## config.mk

```make
export PLATFORM = sky130hd
export DESIGN_NAME = uart_mmio_ctrl
export DESIGN_NICKNAME = d
export VERILOG_FILES = /design/src/rtl/uart_mmio_pkg.sv /design/src/rtl/sync_fifo.sv /design/src/rtl/uart_mmio_ctrl.sv
export SDC_FILE = /design/constraint.sdc
export NUM_CORES = 1
export LEC_CHECK = 0
export BUFFER_PORTS_ARGS = -buffer_cell sky130_fd_sc_hd__buf_2
export CAP_MARGIN = 20
export CORE_MARGIN = 3
export CORE_UTILIZATION = 55
export DETAILED_ROUTE_END_ITERATION = 16
export GPL_ROUTABILITY_DRIVEN = 0
export PLACE_DENSITY_LB_ADDON = 0.2
export SETUP_SLACK_MARGIN = 0.1
export SYNTH_ARGS = -nofsm -noshare
export SYNTH_HDL_FRONTEND = slang
export SYNTH_SLANG_ARGS = --single-unit
```

## constraint.sdc

```tcl
create_clock -name clk -period 3.6 [get_ports clk]
set_input_delay 0.72 -clock clk [delete_from_list [all_inputs] [get_ports clk]]
set_output_delay 0.72 -clock clk [all_outputs]
set_load 0.05 [all_outputs]
```

## src/rtl/uart_mmio_pkg.sv

```systemverilog
// Shared register map, STATUS/CTRL bit positions and drain FSM encoding
// for the memory-mapped UART controller.
package uart_mmio_pkg;

  localparam logic [31:0] OFS_DATA    = 32'h0000_0000;
  localparam logic [31:0] OFS_STATUS  = 32'h0000_0005;
  localparam logic [31:0] OFS_CTRL    = 32'h0000_0008;
  localparam logic [31:0] OFS_CLKFREQ = 32'h0000_0100;

  localparam int ST_RX_NOT_EMPTY = 0;
  localparam int ST_TX_EMPTY     = 1;
  localparam int ST_TX_FULL      = 2;
  localparam int ST_RX_OVERRUN   = 4;
  localparam int ST_TX_DROP      = 5;
  localparam int ST_UART_BUSY    = 6;

  localparam int CTRL_CLR_ERR  = 0;
  localparam int CTRL_FLUSH_TX = 1;
  localparam int CTRL_FLUSH_RX = 2;

  // Last count value in WAIT_START before giving up on busy (4 cycles total).
  localparam logic [1:0] START_LAST = 2'd3;

  typedef enum logic [1:0] {IDLE, LOAD, WAIT_START, WAIT_DONE} drain_state_t;

endpackage

```

## src/rtl/sync_fifo.sv

```systemverilog
// Single-clock FIFO with flush; a push into a full FIFO is accepted only
// when a pop retires the head in the same cycle.
module sync_fifo #(
  parameter int DEPTH = 8,
  parameter int WIDTH = 8
) (
  input  logic             clk,
  input  logic             rst,
  input  logic             push,
  input  logic             pop,
  input  logic             flush,
  input  logic [WIDTH-1:0] din,
  output logic             full,
  output logic             empty,
  output logic [WIDTH-1:0] head
);

  localparam int AW = $clog2(DEPTH);

  logic [AW:0]      wr_ptr, rd_ptr;
  logic [WIDTH-1:0] mem [DEPTH];
  logic             do_push, do_pop;

  assign empty   = (wr_ptr == rd_ptr);
  assign full    = (wr_ptr[AW] != rd_ptr[AW]) && (wr_ptr[AW-1:0] == rd_ptr[AW-1:0]);
  assign do_pop  = pop && !empty;
  assign do_push = push && (!full || do_pop);
  assign head    = mem[rd_ptr[AW-1:0]];

  // NOTE: non-blocking assignments for all sequential state so every register samples pre-edge values.
  always_ff @(posedge clk or posedge rst) begin
    if (rst) begin
      wr_ptr <= '0;
      rd_ptr <= '0;
    end else if (flush) begin
      wr_ptr <= '0;
      rd_ptr <= '0;
    end else begin
      if (do_push) wr_ptr <= wr_ptr + 1'b1;
      if (do_pop)  rd_ptr <= rd_ptr + 1'b1;
    end
  end

  // NOTE: storage is not reset; the pointers alone define which entries are valid.
  always_ff @(posedge clk) begin
    if (do_push && !flush) mem[wr_ptr[AW-1:0]] <= din;
  end

endmodule

```

## src/rtl/uart_mmio_ctrl.sv

```systemverilog
// Memory-mapped UART controller: TX/RX FIFOs, sticky error flags, CLKFREQ
// register and the FSM that hands TX bytes to the transceiver one at a time.
module uart_mmio_ctrl
  import uart_mmio_pkg::*;
#(
  parameter int          TX_DEPTH       = 8,
  parameter int          RX_DEPTH       = 8,
  parameter logic [31:0] BASE_ADDR      = 32'h1001_0000,
  parameter logic [31:0] CLK_FREQ_RESET = 32'h0000_ffc0
) (
  input  logic        clk,
  input  logic        rst,
  input  logic [31:0] address,
  input  logic [31:0] write_data,
  input  logic        write_enable,
  input  logic [3:0]  write_mask,
  input  logic        read_enable,
  output logic [31:0] read_data,
  output logic        hit,
  output logic [7:0]  uart_data,
  output logic        uart_write_enable,
  input  logic        uart_busy,
  input  logic [7:0]  uart_rx_data,
  input  logic        uart_out_valid,
  output logic [31:0] clk_frequency
);

  logic sel_data, sel_status, sel_ctrl, sel_clkfreq;
  logic tx_push, tx_pop, tx_flush, tx_full, tx_empty;
  logic rx_pop, rx_flush, rx_full, rx_empty;
  logic ctrl_wr, clr_err, tx_drop, rx_overrun;
  logic [7:0] tx_head, rx_head;
  logic [1:0] start_cnt;
  logic [2:0] unused_mask;
  drain_state_t state;

  assign unused_mask = write_mask[3:1];

  assign sel_data    = (address == BASE_ADDR + OFS_DATA);
  assign sel_status  = (address == BASE_ADDR + OFS_STATUS);
  assign sel_ctrl    = (address == BASE_ADDR + OFS_CTRL);
  assign sel_clkfreq = (address == BASE_ADDR + OFS_CLKFREQ);
  assign hit         = sel_data | sel_status | sel_ctrl | sel_clkfreq;

  assign tx_push  = write_enable && sel_data && write_mask[0];
  assign ctrl_wr  = write_enable && sel_ctrl;
  assign clr_err  = ctrl_wr && write_data[CTRL_CLR_ERR];
  assign tx_flush = ctrl_wr && write_data[CTRL_FLUSH_TX];
  assign rx_flush = ctrl_wr && write_data[CTRL_FLUSH_RX];
  assign rx_pop   = read_enable && sel_data;
  assign tx_pop   = (state == LOAD);

  sync_fifo #(.DEPTH(TX_DEPTH), .WIDTH(8)) u_tx_fifo (
    .clk(clk), .rst(rst), .push(tx_push), .pop(tx_pop), .flush(tx_flush),
    .din(write_data[7:0]), .full(tx_full), .empty(tx_empty), .head(tx_head)
  );

  sync_fifo #(.DEPTH(RX_DEPTH), .WIDTH(8)) u_rx_fifo (
    .clk(clk), .rst(rst), .push(uart_out_valid), .pop(rx_pop), .flush(rx_flush),
    .din(uart_rx_data), .full(rx_full), .empty(rx_empty), .head(rx_head)
  );

  // A new error beats a same-cycle clear so no event is ever lost.
  always_ff @(posedge clk or posedge rst) begin
    if (rst) begin
      tx_drop    <= 1'b0;
      rx_overrun <= 1'b0;
    end else begin
      if (tx_push && tx_full && !tx_pop)                        tx_drop <= 1'b1;
      else if (clr_err)                                         tx_drop <= 1'b0;
      if (uart_out_valid && rx_full && !rx_pop && !rx_flush)    rx_overrun <= 1'b1;
      else if (clr_err)                                         rx_overrun <= 1'b0;
    end
  end

  always_ff @(posedge clk or posedge rst) begin
    if (rst)                          clk_frequency <= CLK_FREQ_RESET;
    else if (write_enable && sel_clkfreq) clk_frequency <= write_data;
  end

  // NOTE: every output of a combinational block gets a default first, so no latch is inferred.
  always_comb begin
    read_data = '0;
    if (sel_data && !rx_empty) begin
      read_data[7:0] = rx_head;
    end else if (sel_status) begin
      read_data[ST_RX_NOT_EMPTY] = !rx_empty;
      read_data[ST_TX_EMPTY]     = tx_empty;
      read_data[ST_TX_FULL]      = tx_full;
      read_data[ST_RX_OVERRUN]   = rx_overrun;
      read_data[ST_TX_DROP]      = tx_drop;
      read_data[ST_UART_BUSY]    = uart_busy;
    end else if (sel_clkfreq) begin
      read_data = clk_frequency;
    end
  end

  // The start pulse and data are registered on the IDLE->LOAD edge, so the
  // pulse coincides with LOAD and uart_data holds the byte afterwards.
  always_ff @(posedge clk or posedge rst) begin
    if (rst) begin
      state             <= IDLE;
      uart_write_enable <= 1'b0;
      uart_data         <= '0;
      start_cnt         <= '0;
    end else begin
      case (state)
        IDLE: begin
          if (!tx_empty && !uart_busy) begin
            state             <= LOAD;
            uart_write_enable <= 1'b1;
            uart_data         <= tx_head;
          end
        end
        LOAD: begin
          uart_write_enable <= 1'b0;
          start_cnt         <= '0;
          state             <= WAIT_START;
        end
        WAIT_START: begin
          if (uart_busy)                     state <= WAIT_DONE;
          else if (start_cnt == START_LAST)  state <= IDLE;
          else                               start_cnt <= start_cnt + 1'b1;
        end
        WAIT_DONE: begin
          if (!uart_busy) state <= IDLE;
        end
        default: state <= IDLE;
      endcase
    end
  end

endmodule

```

---- Yosys cells after proc, flatten, opt, wreduce, memory -nomap -nowiden ----
Memory sizes are Yosys's and may differ from the RTL's. A register that Yosys moved wholly into a read port is not among the register bits.
Cells that the tools add are included.
word-level totals
  bits in registers ....................... 55
  bits in writable memories ............... 128
  input port bits ......................... 82
  word-level logic and storage cells ...... 118
  memories ................................ 2
operators by class
  add/subtract/negate cells ............... 5
  equality and inequality tests ........... 19
  muxes and demuxes ....................... 32
  bitwise gates (word level) .............. 3
  reductions and logical operators ........ 47
memory list
  memory         depth  bits a word  rd ports  clocked after memory_dff  wr ports  RTL line         RTL
  u_rx_fifo.mem  8      8            1         0                         1         sync_fifo.sv:21  logic [WIDTH-1:0] mem [DEPTH];
  u_tx_fifo.mem  8      8            1         1                         1         sync_fifo.sv:21
operators by type and width
  cell                  count
  $eq 32x29->1 const B  4
  $mux 32               1
  $mux 4                8
  $mux 25               1
  $mux 24               1
  $logic_and 1x1->1     23
  $add 4x1->4 const B   4
  $reduce_bool 2->1     8
  $mux 2                6
  $logic_not 1->1       9
  $mux 1                9
  $eq 4x4->1            2
  $mux 8                1
  $ne 2x2->1 const B    4
  $pmux 2 s4            1
  $eq 2x2->1 const B    3
  $eq 3x3->1            2
  $mux 3                2
  $reduce_and 3->1      2
  $pmux 2 s2            1
  $reduce_and 2->1      2
  $ne 3x3->1 const B    1
  $or 1x1->1            3
  $add 2x1->2 const B   1
  other kinds (5)       7

---- Logic depth before layout (Yosys ltp) ----
Gate-level depths: netlist of the first run.
  depth in word-level cells ............... 8
  gate-level depth with buffers ........... 8

---- Hierarchy ----
Synthesis of the first run repeated with hierarchy kept, for this count alone.
second synthesis, totals
  cells, all modules ...................... 561
  area total of the unflattened synthesis .. 8615.8 µm²
modules (own cells, without submodules)
  module                  instances  cells an instance  area an instance (µm²)  sequential area each (µm²)
  sync_fifo at u_tx_fifo  1          176                3088.0                  2122.0
  sync_fifo at u_rx_fifo  1          176                3076.7                  2122.0
  uart_mmio_ctrl          1          209                2451.1                  1188.6

---- Worst setup path after synthesis of the first run ----
No wires, ideal clock.
  kind .................................... input to output
  from .................................... input address[14]
  to ...................................... output read_data[5]
  arrival ................................. 2.941 ns
  data required time ...................... 2.880 ns
  setup slack ............................. -0.061 ns
  stages on the path ...................... 5
  path buffers ............................ 0
  cells stage by stage .................... or4_4 > or4_4 > nor3_4 > a221oi_1 > a21oi_1
between the ends
  longest elaborated chain between the ends .. 4
  elaborated cells on any way between the ends .. 7
  classes of those cells .................. eq/ne: 3; mux: 3; reduce/logical: 1
RTL lines
  what                RTL line              RTL
  start: declaration  uart_mmio_ctrl.sv:13  input logic [31:0] address,
  $eq 32x29->1        uart_mmio_ctrl.sv:42  assign sel_clkfreq = (address == BASE_ADDR + OFS_CLKFREQ);
  $mux 32             uart_mmio_ctrl.sv:93  end else if (sel_clkfreq) begin
  $mux 3              uart_mmio_ctrl.sv:86  end else if (sel_status) begin
  $mux 8 (*)          uart_mmio_ctrl.sv:84  if (sel_data && !rx_empty) begin
  end: declaration    uart_mmio_ctrl.sv:18  output logic [31:0] read_data,
Mark *: on every way between the ends. The rest lies on a longest branch, timed or not.

---- Final worst setup path of the first run ----
  from .................................... input address[14]
  to ...................................... output read_data[4]
Same word-level chain as after synthesis.

==> results of run 1 <==
power groups by stage:
stage	clock [mW]	sequential (mW)	combinational [mW]
global placement	0	2.74	1.21
CTS	1.90	2.72	1.27
global route	1.98	2.75	1.37
floorplan	0	2.88	0.781
finish	1.86	2.72	1.25
detailed placement	0	2.76	1.26
final cells by class:
| type | instances | area (um2) |
|---|---|---|
| Inverter | 4 | 15.0 |
| Timing Repair Buffer | 189 | 1070 |
| Multi-Input combinational cell | 296 | 2840 |
| Clock inverter | 15 | 160 |
| Tap cell | 184 | 230 |
| Fill cell | 1004 | 4570 |
| Sequential cell | 191 | 5430 |
| Clock buffer | 17 | 425 |
registers in the layout, summed over array words and instances, names as in the netlist:
register and cells:
u_tx_fifo.wr_ptr 4, u_tx_fifo.mem 64, uart_data 8, u_tx_fifo.rd_ptr 4
u_rx_fifo.mem 64, tx_drop 1, u_rx_fifo.wr_ptr 4, uart_write_enable 1
clk_frequency 32, state 2, start_cnt 2, rx_overrun 1
u_rx_fifo.rd_ptr 4
kinds of logic after synthesis:
kind of cell             after synthesis  synth area share (%)
AO/OA/AOI/OAI                         49                  4.01
XOR/XNOR                              11                  1.15
adder cells (fa/ha/maj)                5                 0.744
buffers and inverters                 30                  1.83
flip-flops                           191                  64.7
multiplexers                          87                  17.0
AND/OR/NAND/NOR                      144                  10.6
synthesized netlist by cell type (2+ instances only):
cell type,count,area share [%]
a22o_1,5,0.52
edfxtp_1,128,46
a21oi_1,7,0.42
nor4_1,12,0.89
nand4_1,8,0.60
nor4b_2,2,0.36
o211ai_1,2,0.18
mux2_4,30,5.4
and2_1,24,1.8
buf_4,3,0.27
nor2_1,14,0.63
xnor2_1,5,0.52
nand3_1,7,0.42
nor3_1,9,0.54
inv_1,4,0.18
ha_1,5,0.74
nand2_1,30,1.3
or4_4,3,0.40
and3_1,6,0.45
and4_1,3,0.31
mux4_2,32,8.6
o31ai_1,2,0.18
dfrtp_1,53,16
clkbuf_1,13,0.58
a221oi_1,5,0.52
a21o_1,2,0.18
nand2b_1,9,0.67
mux2_2,4,0.54
a21oi_2,4,0.42
or4_1,3,0.27
nor4_4,3,0.76
buf_2,6,0.36
xor2_1,6,0.63
dfstp_2,10,3.1
mux2i_1,21,2.5
buf_6,3,0.40
nor4b_1,2,0.21
o21ai_0,15,0.89
worst min-delay path by stage:
stage	to	slack [ns]	cells past startpoint
floorplan	u_tx_fifo.wr_ptr[3]$_DFFE_PP0P_	0.47	1
global placement	uart_data[2]$_DFFE_PP0P_	0.46	2
detailed placement	uart_data[0]$_DFFE_PP0P_	0.47	2
CTS	u_rx_fifo.wr_ptr[2]$_DFFE_PP0P_	0.42	2
global route	clk_frequency[18]$_DFFE_PP0P_	0.46	2
finish	clk_frequency[18]$_DFFE_PP0P_	0.41	2
worst max-delay path, delay by kind of cell:
kind | cells | cell delay (ns)
buffers and inverters | 2 | 0.35
AND/OR/NAND/NOR | 3 | 1.38
AO/OA/AOI/OAI | 2 | 0.30
layer usage:
metal / vias up / wire (um)
li1: 2386 / -
met1: 2627 / 6920
met2: 108 / 9950
met3: 28 / 611
met4: 0 / 316
met5: - / 0
cells in the final DEF, fill, tap and decap left out, types with 7 or more instances in the layout:
master / Yosys / layout
nor2_1: 14 / 14
nand2_1: 30 / 30
nand3_1: 7 / 7
edfxtp_1: 128 / 128
nand4_1: 8 / 8
o21ai_0: 15 / 15
mux2_4: 30 / 30
nand2b_1: 9 / 9
nor3_1: 9 / 9
mux4_2: 32 / 32
buf_2: 6 / 147
clkbuf_16: 0 / 17
dfstp_2: 10 / 10
nor4_1: 12 / 11
buf_4: 3 / 36
mux2i_1: 21 / 21
dfrtp_1: 53 / 53
and2_1: 24 / 24
metrics by stage:
step	hold slack, ns	instance area, um2	setup slack (ns)	power (mW)	instances
2_1_floorplan	0.466	8410	0.236	3.66	517
3_3_place_gp	0.456	9520	0.0170	3.96	860
3_5_place_dp	0.466	9530	0.00664	4.03	861
4_1_cts	0.424	10100	0.104	5.89	893
5_1_grt	0.461	10200	0.0855	6.11	896
6_report	0.413	10200	0.136	5.83	896
what timing repair did:
item,in CTS,in global routing
gates cloned,0,0
gates resized for setup,5,7
hold endpoints to repair,0,0
endpoints found under the setup margin,4,6
setup buffers,0,3
pin swaps,0,1
==> out/qor.csv, run 1 <==
stage;metric;value;unit
pwr;power_frac_seq;46.7;%
detailed_routing;drc;0;
timing;fin_crit_sh;96.2;%
grt;antenna_found_initial;0;
critical_path;startpoint_type;input pin;
timing;rsz0062_at_grt;no;
clock_tree;clock_path_buffers;2;
synthesis;ys_warn_count;0;
grt;grt_usage;21.6;%
timing;slew_headroom;50.1;%
detailed_routing;antenna_left;0;
clock_tree;hold_buffers;0;
clock_tree;numCtsBuffers;17;
critical_path;cp_slowest_cell;or4_4;
clock_tree;htree_levels;4;
synthesis;synth.distinct_cells;55;
cells_and_area;area_delta_synth_final;21.2;%
grt;globalRouteMet3Util;5.28;%
pwr;power_frac_comb;21.4;%
timing;slew_violations;0;
critical_path;worstPathMaxFanout;5;
pwr;power.density;573;nW/um2
clock_tree;clkSlewWorstSetupHoldPaths;0.07;ns
pwr;power.leakage;4.30;nW
synthesis;ys_async_sr_fraction;33.0;%
detailed_routing;drt_iter0_markers;397;
critical_path;end_kind;output port;
critical_path;rr_worst_depth;7;
timing;finalSetupViolCount;0;
timing;timing.fmax;289;MHz
critical_path;r2r_slack;1.29;ns
synthesis;ys_seq_area_share;64.7;%
critical_path;worstPathArrival;2.74;ns
timing;skew;0.0106;ns
detailed_routing;dr.pass1.iters;4;
critical_path;rr_startpoint;u_rx_fifo.wr_ptr[1]$_DFFE_PP0P_;
clock_tree;clock-sinks;191;
synthesis;ys_ff_latch;191;
placement;hpwl;12700;um
critical_path;cpPeakStageDelay;0.58;ns
die;die-width;130;um
critical_path;endpoint;read_data[4];
clock_tree;cts_root_buffer;clkbuf_16;
detailed_routing;via_count;5149;
die;initial_core_util;57.0;%
die;die-area;16800;um2
die;row_count;44;
timing;final.setup.tns;0;ns
grt;grt_pass1_wl;27200;um
timing;tightest_slew;0.747;ns
critical_path;required;2.88;ns
pwr;vdd_drop_max;0.596;mV
cells_and_area;utilization;69.0;%
synthesis;syn_area;8400;um2
detailed_routing;routed_via_density;5.75;
synthesis;synthesis.nets;604;
die;core-area;14800;um2
cells_and_area;antennaDiodeCount;0;
critical_path;crit_chain;buf_2 -> or4_4 -> or4_4 -> nor3_4 -> a221oi_1 -> a21oi_2 -> clkbuf_4;
placement;numPortBuffers;152;
cells_and_area;drive_above_1_share;45.1;%
detailed_routing;wire_per_inst;19.9;um
die;die_h;130;um
die;ioPinCount;156;
timing;hold_viol;0;
critical_path;worstSetupStartpoint;address[14];
synthesis;synth_flop_cell;edfxtp_1;
synthesis;syn_area_per_cell;16.3;um2
grt;grt_remaining_overflow;0;
critical_path;crit_top_cell;or4_4;
synthesis;syn_inst;517;
outcome;status;finished clean;
detailed_routing;routed_wl;17800;um
pwr;p_int;4.12;mW
timing;final.min_clock_period;3.46;ns
pwr;power_frac_clock;31.9;%
hold_path;hp-class;in2async;
grt;busiest_layer;met2;
synthesis;synth-edff-count;128;
cells_and_area;nets;786;
clock_tree;cts_tree;done;
grt;grt_util_met2;38.5;%
critical_path;worst-setup-path-type;in2out;
pwr;swShare;29.3;%
clock_tree;worst_skew_pair.late_latency;0.43;ns
critical_path;regToRegEndpoint;u_rx_fifo.mem[0][7]$_DFFE_PP_;
grt;grt_pass1_vias;5140;
pwr;p_sw;1.71;mW
grt;grt_max_degree;33;
grt;met1_usage;26.2;%
job;drv_cap;0;
(Power assumes the default switching activity.)
==> run 2: changes to the inputs <==
--- a/config.mk
+++ b/config.mk
@@ -5,6 +5,7 @@
 export SDC_FILE = /design/constraint.sdc
 export NUM_CORES = 1
 export LEC_CHECK = 0
+export ABC_AREA = 1
 export BUFFER_PORTS_ARGS = -buffer_cell sky130_fd_sc_hd__buf_2
 export CAP_MARGIN = 20
 export CORE_MARGIN = 3
==> out/qor.csv, run 2 <==
stage;metric;value;unit;change
timing;fin_crit_sh;88.0;%;-8.3 points
critical_path;required;2.88;ns;about the same
grt;grt_max_degree;43;;+30%
synthesis;synth.distinct_cells;36;;-35%
pwr;power.density;460;nW/um2;-20%
cells_and_area;utilization;66.9;%;-2.1 points
cells_and_area;fill_cells;1208;;+20%
die;initial_core_util;56.9;%;about the same
timing;timing.fmax;316;MHz;+9.4%
synthesis;synth_area_leaders;edfxtp_1 (44%), dfrtp_1 (15%), nand2_1 (9.7%);;
timing;finalSetupViolCount;0;;unchanged
clock_tree;clock-sinks;191;;unchanged
synthesis;synth_common_cells;nand2_1 (227), nor2_1 (151), edfxtp_1 (128);;
timing;tightest_slew;0.558;ns;-0.189 ns
synthesis;synth-edff-count;128;;unchanged
synthesis;syn_area_per_cell;9.74;um2;-40%
critical_path;end_kind;output port;;
grt;grt_remaining_overflow;0;;unchanged
clock_tree;clock_path_buffers;2;;unchanged
die;die-area;17500;um2;+3.9%
die;core-area;15400;um2;+4.2%
critical_path;crit_top_cell;nand2_1;;
timing;rsz0062_at_grt;no;;
cells_and_area;nets;1140;;+45%
die;die-width;132;um;+1.9%
hold_path;hp-class;in2async;;
clock_tree;worst_skew_pair.late_latency;0.43;ns;about the same
synthesis;syn_inst;898;;+74%
detailed_routing;drt_iter0_markers;542;;+37%
grt;grt_usage;23.7;%;+2.1 points
critical_path;cpPeakStageDelay;0.31;ns;-0.27 ns
critical_path;worstPathMaxFanout;26;;+21
timing;slew_violations;0;;unchanged
cells_and_area;area_delta_synth_final;17.5;%;
clock_tree;htree_levels;4;;unchanged
timing;hold_viol;0;;unchanged
detailed_routing;routed_via_density;5.40;;-6.0%
synthesis;yosysTopAreaCell;edfxtp_1;;
critical_path;worstPathArrival;2.45;ns;-0.29 ns
critical_path;worst-setup-path-type;in2out;;
cells_and_area;antennaDiodeCount;0;;unchanged
cells_and_area;drive_above_1_share;22.0;%;-23 points
detailed_routing;drc;0;;unchanged
outcome;status;finished clean;;
synthesis;synth_flop_cell;edfxtp_1;;
timing;final.min_clock_period;3.17;ns;-0.297 ns
grt;grt_pass1_wl;33100;um;+22%
grt;antenna_found_initial;0;;unchanged
timing;skew;0.00952;ns;-0.00106 ns
critical_path;startpoint_type;input pin;;
cells_and_area;final_cell_mix;nand2_1 (227), buf_2 (152), nor2_1 (151);;
critical_path;r2r_slack;1.29;ns;about the same
die;die_h;132;um;+1.9%
synthesis;ys_warn_count;0;;unchanged
synthesis;syn_area;8750;um2;+4.1%
detailed_routing;antenna_left;0;;unchanged
synthesis;synth.most_common_cell;nand2_1;;
timing;final.setup.tns;0;ns;unchanged
clock_tree;cts_tree;done;;
synthesis;ys_async_sr_fraction;33.0;%;unchanged
clock_tree;cts_resized;0;;-5
clock_tree;postCtsSetupBuffers;0;;unchanged
cells_and_area;layout_commonest_cell;nand2_1;;
critical_path;crit_chain;buf_2 -> inv_1 -> nor2_1 -> nand2_1 -> nor2_1 -> nand2_1 -> inv_2 -> nand2_1 -> buf_4 -> nand3_1 -> nand2_1 -> buf_2;;
clock_tree;clkSlewWorstSetupHoldPaths;0.07;ns;about the same
pwr;vdd_drop_max;0.369;mV;-38%
pwr;p_total;4.73;mW;-19%
critical_path;cp_slowest_cell;buf_4;;
clock_tree;hold_buffers;0;;unchanged
synthesis;ys_ff_latch;191;;unchanged
die;ioPinCount;156;;unchanged
pwr;power.leakage;4.64;nW;+7.9%
synthesis;ys_seq_area_share;62.1;%;-2.5 points
clock_tree;numCtsBuffers;17;;unchanged
grt;grt_pass1_vias;6570;;+28%
synthesis;synthesis.nets;985;;+63%
job;drv_cap;0;;unchanged
timing;slew_headroom;62.8;%;+13 points
placement;hpwl;14000;um;+11%
clock_tree;cts_root_buffer;clkbuf_16;;
die;row_count;45;;+2.3%
detailed_routing;wire_per_inst;16.1;um;-19%
detailed_routing;routed_wl;20500;um;+15%
detailed_routing;dr.pass1.iters;8;;+4
detailed_routing;via_count;6895;;+34%
synthesis;synth_top_cell_area_share;43.9;%;-1.8 points
placement;numPortBuffers;152;;unchanged
run 2: per-layer routing:
metal | up-vias | global-route usage [%] | share of wire (%)
li1 | 3346 | - | -
met1 | 3275 | 29.6 | 40
met2 | 229 | 41.2 | 52
met3 | 45 | 3.93 | 5.4
met4 | 0 | 10.1 | 3.1
met5 | - | 0 | 0
run 2: power by group:
part | internal (mW) | switching (mW)
combinational | 0.170 | 0.287
sequential | 2.49 | 0.0829
clock | 0.883 | 0.810
total | 3.54 | 1.18
run 2: kinds of logic after synthesis:
| family | synth area share [%] |
|---|---|
| AOI/OAI and AO/OA | 6.47 |
| xor gates and xnor gates | 1.30 |
| adders and majority gates | 0.715 |
| buffers and inverters | 4.13 |
| DFF | 62.1 |
| muxes | 1.83 |
| and+or+nand+nor | 23.4 |
run 2: area by class of cell:
cell class	count	area, um2	area share (%)
Clock buffer	18	429	4.18
Clock inverter	14	92.6	0.901
Inverter	37	144	1.40
Multi-Input combinational cell	627	2950	28.7
Sequential cell	191	5430	52.9
Tap cell	211	264	2.57
Timing Repair Buffer	179	963	9.37
run 2: critical path: cells and delay by family:
kind / cells / cell delay [ns]
buffers and inverters: 5 / 0.87
AND/OR/NAND/NOR: 7 / 0.85
run 2: final timing paths:
path                                                 endpoint  cells after the start                            start
worst max register to register  u_tx_fifo.mem[4][3]$_DFFE_PP_                      7  u_tx_fifo.rd_ptr[2]$_DFFE_PP0P_
worst min-delay path                     state[1]$_DFFE_PP0P_                      2                              rst
worst max-delay path                             read_data[3]                     12                      address[28]
worst min register to register       uart_data[4]$_DFFE_PP0P_                      1         uart_data[4]$_DFFE_PP0P_
min in group clk                     uart_data[4]$_DFFE_PP0P_                      1         uart_data[4]$_DFFE_PP0P_
max in group asynchronous       clk_frequency[14]$_DFFE_PP1P_                      3                              rst
run 2: metrics by stage:
step | area, um2 | worst slack, ns | hold slack [ns] | std cells
2_1_floorplan | 8750 | 0.572 | 0.453 | 898
5_1_grt | 10300 | 0.178 | 0.323 | 1277
4_1_cts | 10300 | 0.425 | 0.300 | 1277
3_5_place_dp | 9760 | 0.433 | 0.460 | 1245
6_report | 10300 | 0.433 | 0.289 | 1277
3_3_place_gp | 9760 | 0.442 | 0.454 | 1245
==> run 3: changes to the inputs <==
--- a/config.mk
+++ b/config.mk
@@ -9,7 +9,7 @@
 export BUFFER_PORTS_ARGS = -buffer_cell sky130_fd_sc_hd__buf_2
 export CAP_MARGIN = 20
 export CORE_MARGIN = 3
-export CORE_UTILIZATION = 55
+export CORE_UTILIZATION = 37
 export DETAILED_ROUTE_END_ITERATION = 16
 export GPL_ROUTABILITY_DRIVEN = 0
 export PLACE_DENSITY_LB_ADDON = 0.2
==> out/qor.csv, run 3 (synthesis gave the netlist of run 2 again) <==
stage;metric;value;unit;change
pwr;vdd_drop_max;0.401;mV;+8.9%
timing;final.min_clock_period;3.17;ns;-0.000498 ns
pwr;power.leakage;4.67;nW;+0.74%
timing;timing.fmax;316;MHz;about the same
die;die-area;25500;um2;+46%
timing;rsz0062_at_grt;no;;
critical_path;rr_startpoint;u_tx_fifo.rd_ptr[2]$_DFFE_PP0P_;;
critical_path;worstPathArrival;2.45;ns;about the same
timing;slew_violations;0;;unchanged
die;row_count;55;;+22%
detailed_routing;antenna_left;0;;unchanged
clock_tree;clock_path_buffers;2;;unchanged
clock_tree;numCtsBuffers;17;;unchanged
clock_tree;cts_root_buffer;clkbuf_16;;
placement;dp.cells;1346;;+8.1%
pwr;power.density;470;nW/um2;+2.2%
clock_tree;clkSlewWorstSetupHoldPaths;0.08;ns;about the same
grt;grt_max_degree;37;;-14%
die;die_h;160;um;+21%
clock_tree;worst_skew_pair.late_latency;0.44;ns;about the same
placement;numPortBuffers;152;;unchanged
pwr;p_total;4.94;mW;+4.5%
detailed_routing;routed_wl;21800;um;+6.0%
critical_path;regToRegEndpoint;u_tx_fifo.mem[4][2]$_DFFE_PP_;;
cells_and_area;fin_cells;1379;;+8.0%
die;core-area;22900;um2;+49%
timing;hold_viol;0;;unchanged
cells_and_area;layout_commonest_cell;nand2_1;;
grt;grt_pass1_vias;6422;;-2.3%
detailed_routing;routed_via_density;4.84;;-10%
job;drv_cap;0;;unchanged
critical_path;startpoint_type;input pin;;
placement;dpl_worst_slack;0.414;ns;-0.0186 ns
critical_path;required;2.88;ns;about the same
die;initial_core_util;38.2;%;-19 points
detailed_routing;via_count;6675;;-3.2%
clock_tree;postCtsSetupBuffers;0;;unchanged
timing;hold_ws;0.448;ns;+0.158 ns
die;die-width;160;um;+21%
critical_path;end_kind;output port;;
timing;slew_headroom;44.0;%;-19 points
timing;layout_setup_ws;0.434;ns;+0.000498 ns
cells_and_area;final_cell_mix;nand2_1 (227), buf_2 (152), nor2_1 (151);;
timing;finalSetupViolCount;0;;unchanged
grt;grt_remaining_overflow;0;;unchanged
cells_and_area;final_area;10500;um2;+2.2%
critical_path;r2r_slack;1.47;ns;+0.18 ns
cells_and_area;utilization;45.9;%;-21 points
timing;fin_crit_sh;87.9;%;about the same
placement;placed_area;9890;um2;+1.4%
timing;tightest_slew;0.839;ns;+0.281 ns
critical_path;rr_worst_depth;7;;unchanged
timing;skew;0.0133;ns;+0.00380 ns
detailed_routing;drt_iter0_markers;521;;-3.9%
detailed_routing;drc;0;;unchanged
die;ioPinCount;156;;unchanged
critical_path;worstPathMaxFanout;26;;unchanged
critical_path;worst-setup-path-type;in2out;;
outcome;status;finished clean;;
hold_path;hp-class;in2async;;
detailed_routing;wire_per_inst;15.8;um;-1.8%
clock_tree;htree_levels;4;;unchanged
clock_tree;clock-sinks;191;;unchanged
detailed_routing;dr.pass1.iters;6;;-2
grt;grt_usage;17.2;%;-6.6 points
placement;hpwl;15000;um;+7.3%
cells_and_area;drive_above_1_share;22.5;%;+0.58 points
cells_and_area;area_delta_synth_final;20.1;%;
clock_tree;cts_tree;done;;
grt;antenna_found_initial;2;;+2
timing;final.setup.tns;0;ns;unchanged
grt;grt_pass1_wl;34500;um;+4.2%
cells_and_area;nets;1139;;-0.088%
[run 3: worst max-delay path, cell delays in order]
cell	delay [ns]
buf_2	0.10
inv_1	0.06
nor2_1	0.04
nand2_1	0.06
nor2_1	0.04
nand2_1	0.23
inv_2	0.15
nand2_1	0.22
buf_4	0.31
nand3_1	0.15
nand2_1	0.09
buf_2	0.26
[run 3: power by group]
| group | leakage [nW] | switching [mW] | internal, mW |
|---|---|---|---|
| Clock | 0.293 | 0.949 | 0.951 |
| Combinational | 2.40 | 0.291 | 0.171 |
| Sequential | 1.98 | 0.0832 | 2.49 |
[run 3: layout make-up]
class / count / area (um2)
Fill cell: 2190 / 12400
Sequential cell: 191 / 5430
Antenna cell: 1 / 2.50
Clock inverter: 15 / 188
Inverter: 37 / 145
Tap cell: 313 / 392
Clock buffer: 17 / 425
Timing Repair Buffer: 178 / 968
Multi-Input combinational cell: 627 / 2950
[run 3: how the worst max path moves through the flow]
stage | cells past startpoint | start | slack [ns] | endpoint
final | 12 | address[28] | 0.43 | read_data[7]
after global routing | 12 | address[28] | 0.23 | read_data[14]
after CTS | 8 | u_rx_fifo.rd_ptr[0]$_DFFE_PP0P_ | 0.22 | read_data[0]
after detailed placement | 12 | address[28] | 0.41 | read_data[7]
after global placement | 12 | address[28] | 0.40 | read_data[7]
after floorplan | 10 | address[28] | 0.57 | read_data[16]
[run 3: per-layer routing]
layer  up-vias  wire length (um)  GRT usage, %  part of all wire [%]
li1       3346                 -             -                     -
met1      3179              9140          21.3                    42
met2       127             11500          30.6                    53
met3        21               759          3.42                   3.5
met4         2               344          4.58                   1.6
met5         -                 7             0                 0.032
[run 3: repair_timing]
action | CTS | global route
pin swaps | 0 | 0
gates resized for setup | 1 | 1
endpoints found under the setup margin | 1 | 1
cloned | 0 | 0
hold buffers | 0 | 0
